--- config.mk ---
export PLATFORM = sky130hd
export DESIGN_NAME = axi_read_arbiter
export DESIGN_NICKNAME = d
export VERILOG_FILES = /design/src/rtl/axi_read_arbiter.sv
export SDC_FILE = /design/constraint.sdc
export NUM_CORES = 1
export LEC_CHECK = 0
export ABC_AREA = 1
export CAP_MARGIN = 10
export CORE_AREA = 2 2 147 149
export CTS_CLUSTER_DIAMETER = 80
export DETAILED_ROUTE_END_ITERATION = 7
export DIE_AREA = 0 0 149 151
export PLACE_DENSITY_LB_ADDON = 0.1
export REMOVE_ABC_BUFFERS = 1
export SETUP_SLACK_MARGIN = 0.2
export SKIP_LAST_GASP = 1
export SYNTH_ARGS = -nofsm -noshare
export SYNTH_HDL_FRONTEND = slang
export SYNTH_SLANG_ARGS = --single-unit
--- constraint.sdc ---
create_clock -name AClk -period 2.5 [get_ports AClk]
set_input_delay 0.375 -clock AClk [delete_from_list [all_inputs] [get_ports AClk]]
set_output_delay 0.375 -clock AClk [all_outputs]
set_load 0.1 [all_outputs]
--- src/rtl/axi_read_arbiter.sv ---
// Round-robin arbiter: four read requesters share one read-channel master, one burst outstanding.
// Latency: grant 1 cycle after IDLE sees req, issue pulse next cycle; response beats routed same cycle.
// Backpressure: none on beats; requesters hold req until granted, new requests wait for IDLE.
module axi_read_arbiter #(
    parameter int unsigned addr_width  = 32,
    parameter int unsigned data_width  = 64,
    parameter logic [7:0]  timeout_cyc = 8'd255
) (
    input  logic                    AClk,
    input  logic                    ARst,
    input  logic [3:0]              req,
    input  logic [4*addr_width-1:0] req_addr,
    input  logic [15:0]             req_len,
    input  logic [7:0]              req_burst,
    input  logic [11:0]             req_size,
    input  logic [7:0]              req_tag,
    output logic [3:0]              gnt,
    output logic [addr_width-1:0]   araddr_d,
    output logic [1:0]              arburst_d,
    output logic [3:0]              arlen_d,
    output logic [2:0]              arsize_d,
    output logic [3:0]              TXN_ID_R_d,
    output logic                    rd_trn_en,
    input  logic [data_width-1:0]   rdata_d,
    input  logic [1:0]              rresp_d,
    input  logic [3:0]              rid_d,
    input  logic                    rd_rsp_en_d,
    input  logic                    r_last_d,
    output logic [3:0]              rsp_valid,
    output logic [data_width-1:0]   rsp_data,
    output logic [1:0]              rsp_resp,
    output logic [1:0]              rsp_tag,
    output logic                    rsp_last,
    output logic                    busy,
    output logic                    id_err,
    output logic                    timeout_err
);

    typedef enum logic [1:0] {IDLE, GRANT, ISSUE, WAIT} state_t;

    state_t                  state_q;
    state_t                  state_d;
    logic [1:0]              rr_ptr_q;
    logic [1:0]              idx_q;
    logic [addr_width-1:0]   addr_q;
    logic [3:0]              len_q;
    logic [1:0]              burst_q;
    logic [2:0]              size_q;
    logic [1:0]              tag_q;
    logic [7:0]              tmo_cnt_q;

    logic [addr_width-1:0]   addr_arr  [4];
    logic [3:0]              len_arr   [4];
    logic [1:0]              burst_arr [4];
    logic [2:0]              size_arr  [4];
    logic [1:0]              tag_arr   [4];

    for (genvar i = 0; i < 4; i++) begin : g_unpack
        assign addr_arr[i]  = req_addr[i*addr_width +: addr_width];
        assign len_arr[i]   = req_len[i*4 +: 4];
        assign burst_arr[i] = req_burst[i*2 +: 2];
        assign size_arr[i]  = req_size[i*3 +: 3];
        assign tag_arr[i]   = req_tag[i*2 +: 2];
    end

    // Circular search for the first requester at or after rr_ptr.
    logic       pick_vld;
    logic [1:0] pick_idx;
    logic [1:0] cand;

    always_comb begin
        pick_vld = 1'b0;
        pick_idx = rr_ptr_q;
        cand     = rr_ptr_q;
        for (int k = 0; k < 4; k++) begin
            cand = rr_ptr_q + 2'(k);
            if (!pick_vld && req[cand]) begin
                pick_vld = 1'b1;
                pick_idx = cand;
            end
        end
    end

    logic in_wait;
    logic beat_hit;
    logic beat_miss;
    logic done;
    logic tmo_hit;

    assign in_wait   = (state_q == WAIT);
    assign beat_hit  = in_wait && rd_rsp_en_d && (rid_d[3:2] == idx_q);
    assign beat_miss = in_wait && rd_rsp_en_d && (rid_d[3:2] != idx_q);
    assign done      = beat_hit && r_last_d;
    // Fires on the idle WAIT cycle whose increment would bring the count to the limit;
    // any beat clears the count, so a last beat always beats the timeout.
    assign tmo_hit   = in_wait && !rd_rsp_en_d &&
                       (({1'b0, tmo_cnt_q} + 9'd1) == {1'b0, timeout_cyc});

    always_comb begin
        state_d   = state_q;
        gnt       = 4'b0000;
        rd_trn_en = 1'b0;
        busy      = 1'b1;
        case (state_q)
            IDLE: begin
                busy = 1'b0;
                if (pick_vld) state_d = GRANT;
            end
            GRANT: begin
                gnt     = 4'b0001 << idx_q;
                state_d = ISSUE;
            end
            ISSUE: begin
                rd_trn_en = 1'b1;
                state_d   = WAIT;
            end
            WAIT: begin
                if (done || tmo_hit) state_d = IDLE;
            end
            default: state_d = IDLE;
        endcase
    end

    always_ff @(posedge AClk or negedge ARst) begin
        if (!ARst) state_q <= IDLE;
        else       state_q <= state_d;
    end

    always_ff @(posedge AClk or negedge ARst) begin
        if (!ARst) begin
            rr_ptr_q <= '0;
            idx_q    <= '0;
            addr_q   <= '0;
            len_q    <= '0;
            burst_q  <= '0;
            size_q   <= '0;
            tag_q    <= '0;
        end else begin
            if (state_q == IDLE && pick_vld) begin
                idx_q   <= pick_idx;
                addr_q  <= addr_arr[pick_idx];
                len_q   <= len_arr[pick_idx];
                burst_q <= burst_arr[pick_idx];
                size_q  <= size_arr[pick_idx];
                tag_q   <= tag_arr[pick_idx];
            end
            if (done || tmo_hit) rr_ptr_q <= idx_q + 2'd1;
        end
    end

    always_ff @(posedge AClk or negedge ARst) begin
        if (!ARst)                             tmo_cnt_q <= '0;
        else if (state_q == ISSUE || rd_rsp_en_d) tmo_cnt_q <= '0;
        else if (in_wait)                      tmo_cnt_q <= tmo_cnt_q + 8'd1;
    end

    assign araddr_d    = addr_q;
    assign arlen_d     = len_q;
    assign arburst_d   = burst_q;
    assign arsize_d    = size_q;
    assign TXN_ID_R_d  = {idx_q, tag_q};

    assign rsp_valid   = beat_hit ? (4'b0001 << idx_q) : 4'b0000;
    assign rsp_data    = beat_hit ? rdata_d    : '0;
    assign rsp_resp    = beat_hit ? rresp_d    : 2'b00;
    assign rsp_tag     = beat_hit ? rid_d[1:0] : 2'b00;
    assign rsp_last    = beat_hit && r_last_d;
    assign id_err      = beat_miss;
    assign timeout_err = tmo_hit;

endmodule

---- Word-level counts from Yosys, hierarchy flattened ----
Index checks and enable logic that the tools add are counted.
cells by class
  multiplexer cells ....................... 42
  multipliers ............................. 0
  reduce and logical (&&, ||, !) cells .... 19
  shift operators ......................... 1
  $lt $le $gt $ge ......................... 5
  divide/modulo/power cells ............... 0
  bitwise gates (word level) .............. 1
  add/sub/neg operators ................... 6
  equality and inequality tests ........... 8
operator list
  kind                   number
  $bmux W32 S2           1
  $mux W32               2
  $mux W64               1
  $mux W2                11
  $mux W4                4
  $mux W8                2
  $lt A2 B3 Y1 const B   4
  $logic_and A1 B1 Y1    10
  $mux W1                10
  $add A8 B1 Y9 const B  1
  $eq A9 B8 Y1 const B   1
  $add A8 B1 Y8 const B  1
  $bmux W1 S2            4
  $bmux W2 S2            2
  $bmux W4 S2            1
  $pmux W2 S4            1
  $bmux W3 S2            1
  $mux W3                2
  $add A2 B1 Y2 const B  2
  $add A2 B2 Y2 const B  2
  $eq A2 B2 Y1 const B   2
  $logic_not A1 Y1       4
  $shl A1 B2 Y4 const A  1
  $ge A3 B3 Y1 const B   1
  10 further kinds       11
storage, ports and cells
  input bits .............................. 250
  word-level logic and storage cells ...... 91
  output and inout bits ................... 126
  memory bits (read-only) ................. 0
  bits in latches ......................... 0
  register bits ........................... 57
  memory bits (writable) .................. 0
  memories ................................ 0

---- Longest topological paths before layout ----
Gate-level depths: netlist of run 1.
  depth after elaboration ................. 16
  gate-level depth with buffers ........... 18
  gate-level depth less buffers ........... 16

---- Worst setup path before layout of run 1 ----
No wires, ideal clock.
  path type ............................... flip-flop to output port
  start ................................... register idx_q[0]
  end ..................................... output port rsp_data[0]
  data arrival time ....................... 3.057 ns
  setup slack ............................. -0.932 ns
  required time ........................... 2.125 ns
  cell stages (with the launch flop) ...... 7
  path buffers ............................ 1
  cells stage by stage .................... dfrtp_1 xnor2_1 nand2_1 nor3_1 inv_2 clkbuf_1 nor2_1
between the ends
  cells in the longest elaborated chain, start to end .. 3
ends and longest elaborated chain
  item                      RTL line  text
  start: declaration        44        logic [1:0] idx_q;
  start signal: assignment  140       idx_q <= pick_idx;
  $eq A2 B2 Y1              91        assign beat_hit = in_wait && rd_rsp_en_d && (rid_d[3:2] == idx_q);
  $logic_and A1 B1 Y1       91
  $mux W64                  164       assign rsp_data = beat_hit ? rdata_d : '0;
  end: declaration          30        output logic [data_width-1:0] rsp_data,
No other way between the ends.

---- Worst setup path in the final report of run 1 ----
  start ................................... register tmo_cnt_q[0]
  end ..................................... output port timeout_err
between the ends
  cells in the longest elaborated chain, start to end .. 3
ends and longest elaborated chain
  item                      RTL line  text
  start: declaration        50        logic [7:0] tmo_cnt_q;
  start signal: assignment  154       else if (in_wait) tmo_cnt_q <= tmo_cnt_q + 8'd1;
  $add A8 B1 Y9             97        (({1'b0, tmo_cnt_q} + 9'd1) == {1'b0, timeout_cyc});
  $eq A9 B8 Y1              97
  $logic_and A1 B1 Y1       96        assign tmo_hit = in_wait && !rd_rsp_en_d &&
  end: declaration          36        output logic timeout_err
No other way between the ends.

==> metrics, run 1 <==
status complete, no violations; Clock power frac 8.4%; Vias 7011; final-stage net count 1543; grt met2 use between 30% and 40%; flops & latches, synth 57; Die H 151 microns; First DRT Iteration DRCs about 330; clock slew seen by the registers of the worst setup and hold paths about 0.06 ns; Slew headroom 72.1%; largest net degree at the start of global routing 48; Worst setup SP type flop; vias per cell ~4.5; CTS tree yes; Sw Pwr 8.88 mW; CTS H-Tree Depth 3; Fillers 2057; TritonRoute pass-1 iters 5; total track usage between 20% and 30%; Worst Path Required ~2.1 ns; Initial Util 24.1%; GPL Wtd Cong 0.805; post-route worst setup slack 0.186 ns; met3 usage 5.51%; WL per Instance ~16 microns; Mapped Area just over 0.005 sq mm; vias in the first global route 6618; Power Density 1360 mW/mm^2; most frequent cells after synthesis nand2_1, nand3_1, inv_1; Tcrit/Tclk final 92.5%; first-pass GRT wire length 36.4 mm; Avg Cell Area, Syn between 5 and 6 sq um; area of the core 0.0208 sq mm; sw frac slightly below 60%; IO Pins 376; worst min path class in -> async; Storage cell area ~0.0014 sq mm; initial antenna violation count 2; Critical Path Fanout Max 3; Post-synth EDFFs 0; busiest grt layer met2; Int Pwr 6.15 mW; area of the multi-input gates around 0.0033 sq mm; Fin. Hold Viols 0; final setup violating endpoints 0; residual DRC count 0; Die Area 0.0225 sq mm; synth top area cells nand2_1, dfrtp_1, nand3_1, inv_1, nor2_1; max-slew violation count 0; leakage between 5 and 6 nW; WS Path Type reg -> out; Top FF cell, synth dfrtp_1; grt met1 use a little under a quarter; post-synth top area cell nand2_1; RSZ-0062 raised after global routing yes; I/O Buffers 375; FFs w/ async S/R, synth 100%; worst-margin pin slew 0.418 ns; f_max 432 MHz; WL final 25.7 mm; CTS Sinks 57; Max IR drop VDD 0.000675 V; fraction of layout cells with a size suffix above 1 between 20% and 30%; most frequent cell after synthesis nand2_1; Worst setup EP type primary output; Row Count 53; register share of total power a little over a tenth; Max Cap Viol 0; GRT overflow 0; Syn. warnings 0; Worst Path Arrival 1.94 ns; worst skew pair latency 0.33 ns; Yosys top cell area share 28.7%; worst hold slack 0.0745 ns; deepest clock path buffer count 2; skew final 0.00729 ns; Final HPWL DP 18.9 mm; count of different cell masters after synthesis 32; DRT antenna net count 0; hold buffer count at CTS 0; Logic pwr share between 80% and 90%; clk root buf clkbuf_16; Post-Synthesis Cells between 800 and 900; Seq/Total Area, Yosys 28.4%; Num CTS Buffers 9; area delta synth->final 119%; Die Width 149 microns; Tmin final 2.31 ns; Place WS -0.0115 ns
-- cells in the final DEF (no fill, tap or decap), types with 3 or more instances in the layout --
cell type	instances
buf_12	91
buf_16	3
buf_4	79
buf_6	6
clkbuf_16	15
clkdlybuf4s50_1	246
clkinvlp_4	3
dfrtp_1	53
dfrtp_2	4
ha_1	8
inv_1	100
inv_2	5
inv_4	3
nand2_1	377
nand2_2	9
nand3_1	156
nand4_1	3
nor2_1	5
nor2_2	63
nor2_4	14
o21ai_0	6
o21ai_1	3
o22ai_1	4
-- per-stage QoR --
step           TNS (ns)  instance area, sq um  cells  utilization [%]  total power, mW
2_1_floorplan   -144.33                  4770    837                -             8.99
3_3_place_gp          0                  9860   1511             47.4             12.8
3_5_place_dp    -0.0115                  9860   1511             47.4             12.9
4_1_cts               0                 10500   1539             50.6             14.3
5_1_grt               0                 11000   1565             52.9             16.2
6_report              0                 11000   1565             52.9             15.0
-- path summary, 6_finish.rpt --
kind,cells past startpoint,start,to,slack [ns]
setup / recovery,9,tmo_cnt_q[0],timeout_err,0.19
hold / removal,2,ARst,arlen_d[3],0.07
setup reg to reg,16,rr_ptr_q[0],araddr_d[14],0.26
hold reg to reg,2,araddr_d[27],araddr_d[27],0.48
max in group asynchronous,2,ARst,rr_ptr_q[0],2.08
min in group AClk,2,araddr_d[27],araddr_d[27],0.48
-- power groups by stage --
stage	clock network, mW	registers (mW)	logic [mW]
floorplan	0	3.98	5.01
global placement	0	1.62	11.2
detailed placement	0	1.62	11.3
CTS	1.29	1.61	11.4
global route	1.32	1.67	13.2
finish	1.26	1.61	12.2
-- flip-flops by register name (all words and copies together) (netlist names) --
| name | flops |
|---|---|
| araddr_d | 32 |
| arburst_d | 2 |
| arlen_d | 4 |
| arsize_d | 3 |
| idx_q | 2 |
| rr_ptr_q | 2 |
| state_q | 2 |
| tag_q | 2 |
| tmo_cnt_q | 8 |
-- worst max-delay path: stages (launching register included) --
cell and delay [ns]:
dfrtp_1 0.38, ha_2 0.21, nand2_2 0.07, inv_2 0.09, nand3_4 0.08, nor2_4 0.12
xor2_2 0.18, nand4_1 0.19, inv_2 0.12, buf_12 0.17
-- cell type report --
| type | instances | share of cell area [%] |
|---|---|---|
| timing repair buffer | 435 | 47.3 |
| multi-input combinational | 671 | 30.0 |
| sequential | 57 | 13.0 |
| inverter | 109 | 3.81 |
| tap | 275 | 3.12 |
| clock buffer | 11 | 2.20 |
| clock inverter | 5 | 0.499 |
| antenna | 2 | 0.0454 |
-- layer usage --
layer  part of all wire, %  wire length (microns)
met5                     0                      0
met4                   1.8                    460
met3                   7.9                   2050
met2                    52                  13500
met1                    38                   9780
-- repair_timing --
item                       in CTS  in global routing
setup endpoints to repair      74                118
pin swaps                       4                 16
setup buffers                  10                 16
resized for setup              92                 44
cloned                          2                  8
-- logic make-up after synthesis --
group	Yosys count	synth area share, %
flip-flops	57	28.4
AND/OR/NAND/NOR	639	53.1
AO/OA/AOI/OAI	18	2.17
XOR/XNOR	4	0.697
buffers and inverters	161	13.2
adder cells (fa/ha/maj)	10	2.49
Power figures use the tool's default switching activity.
==> inputs of run 2 (changes only) <==
- CAP_MARGIN: 10 -> 25
==> results of run 2 <==
No change in the layout: final DEF, timing and power equal those of run 1.
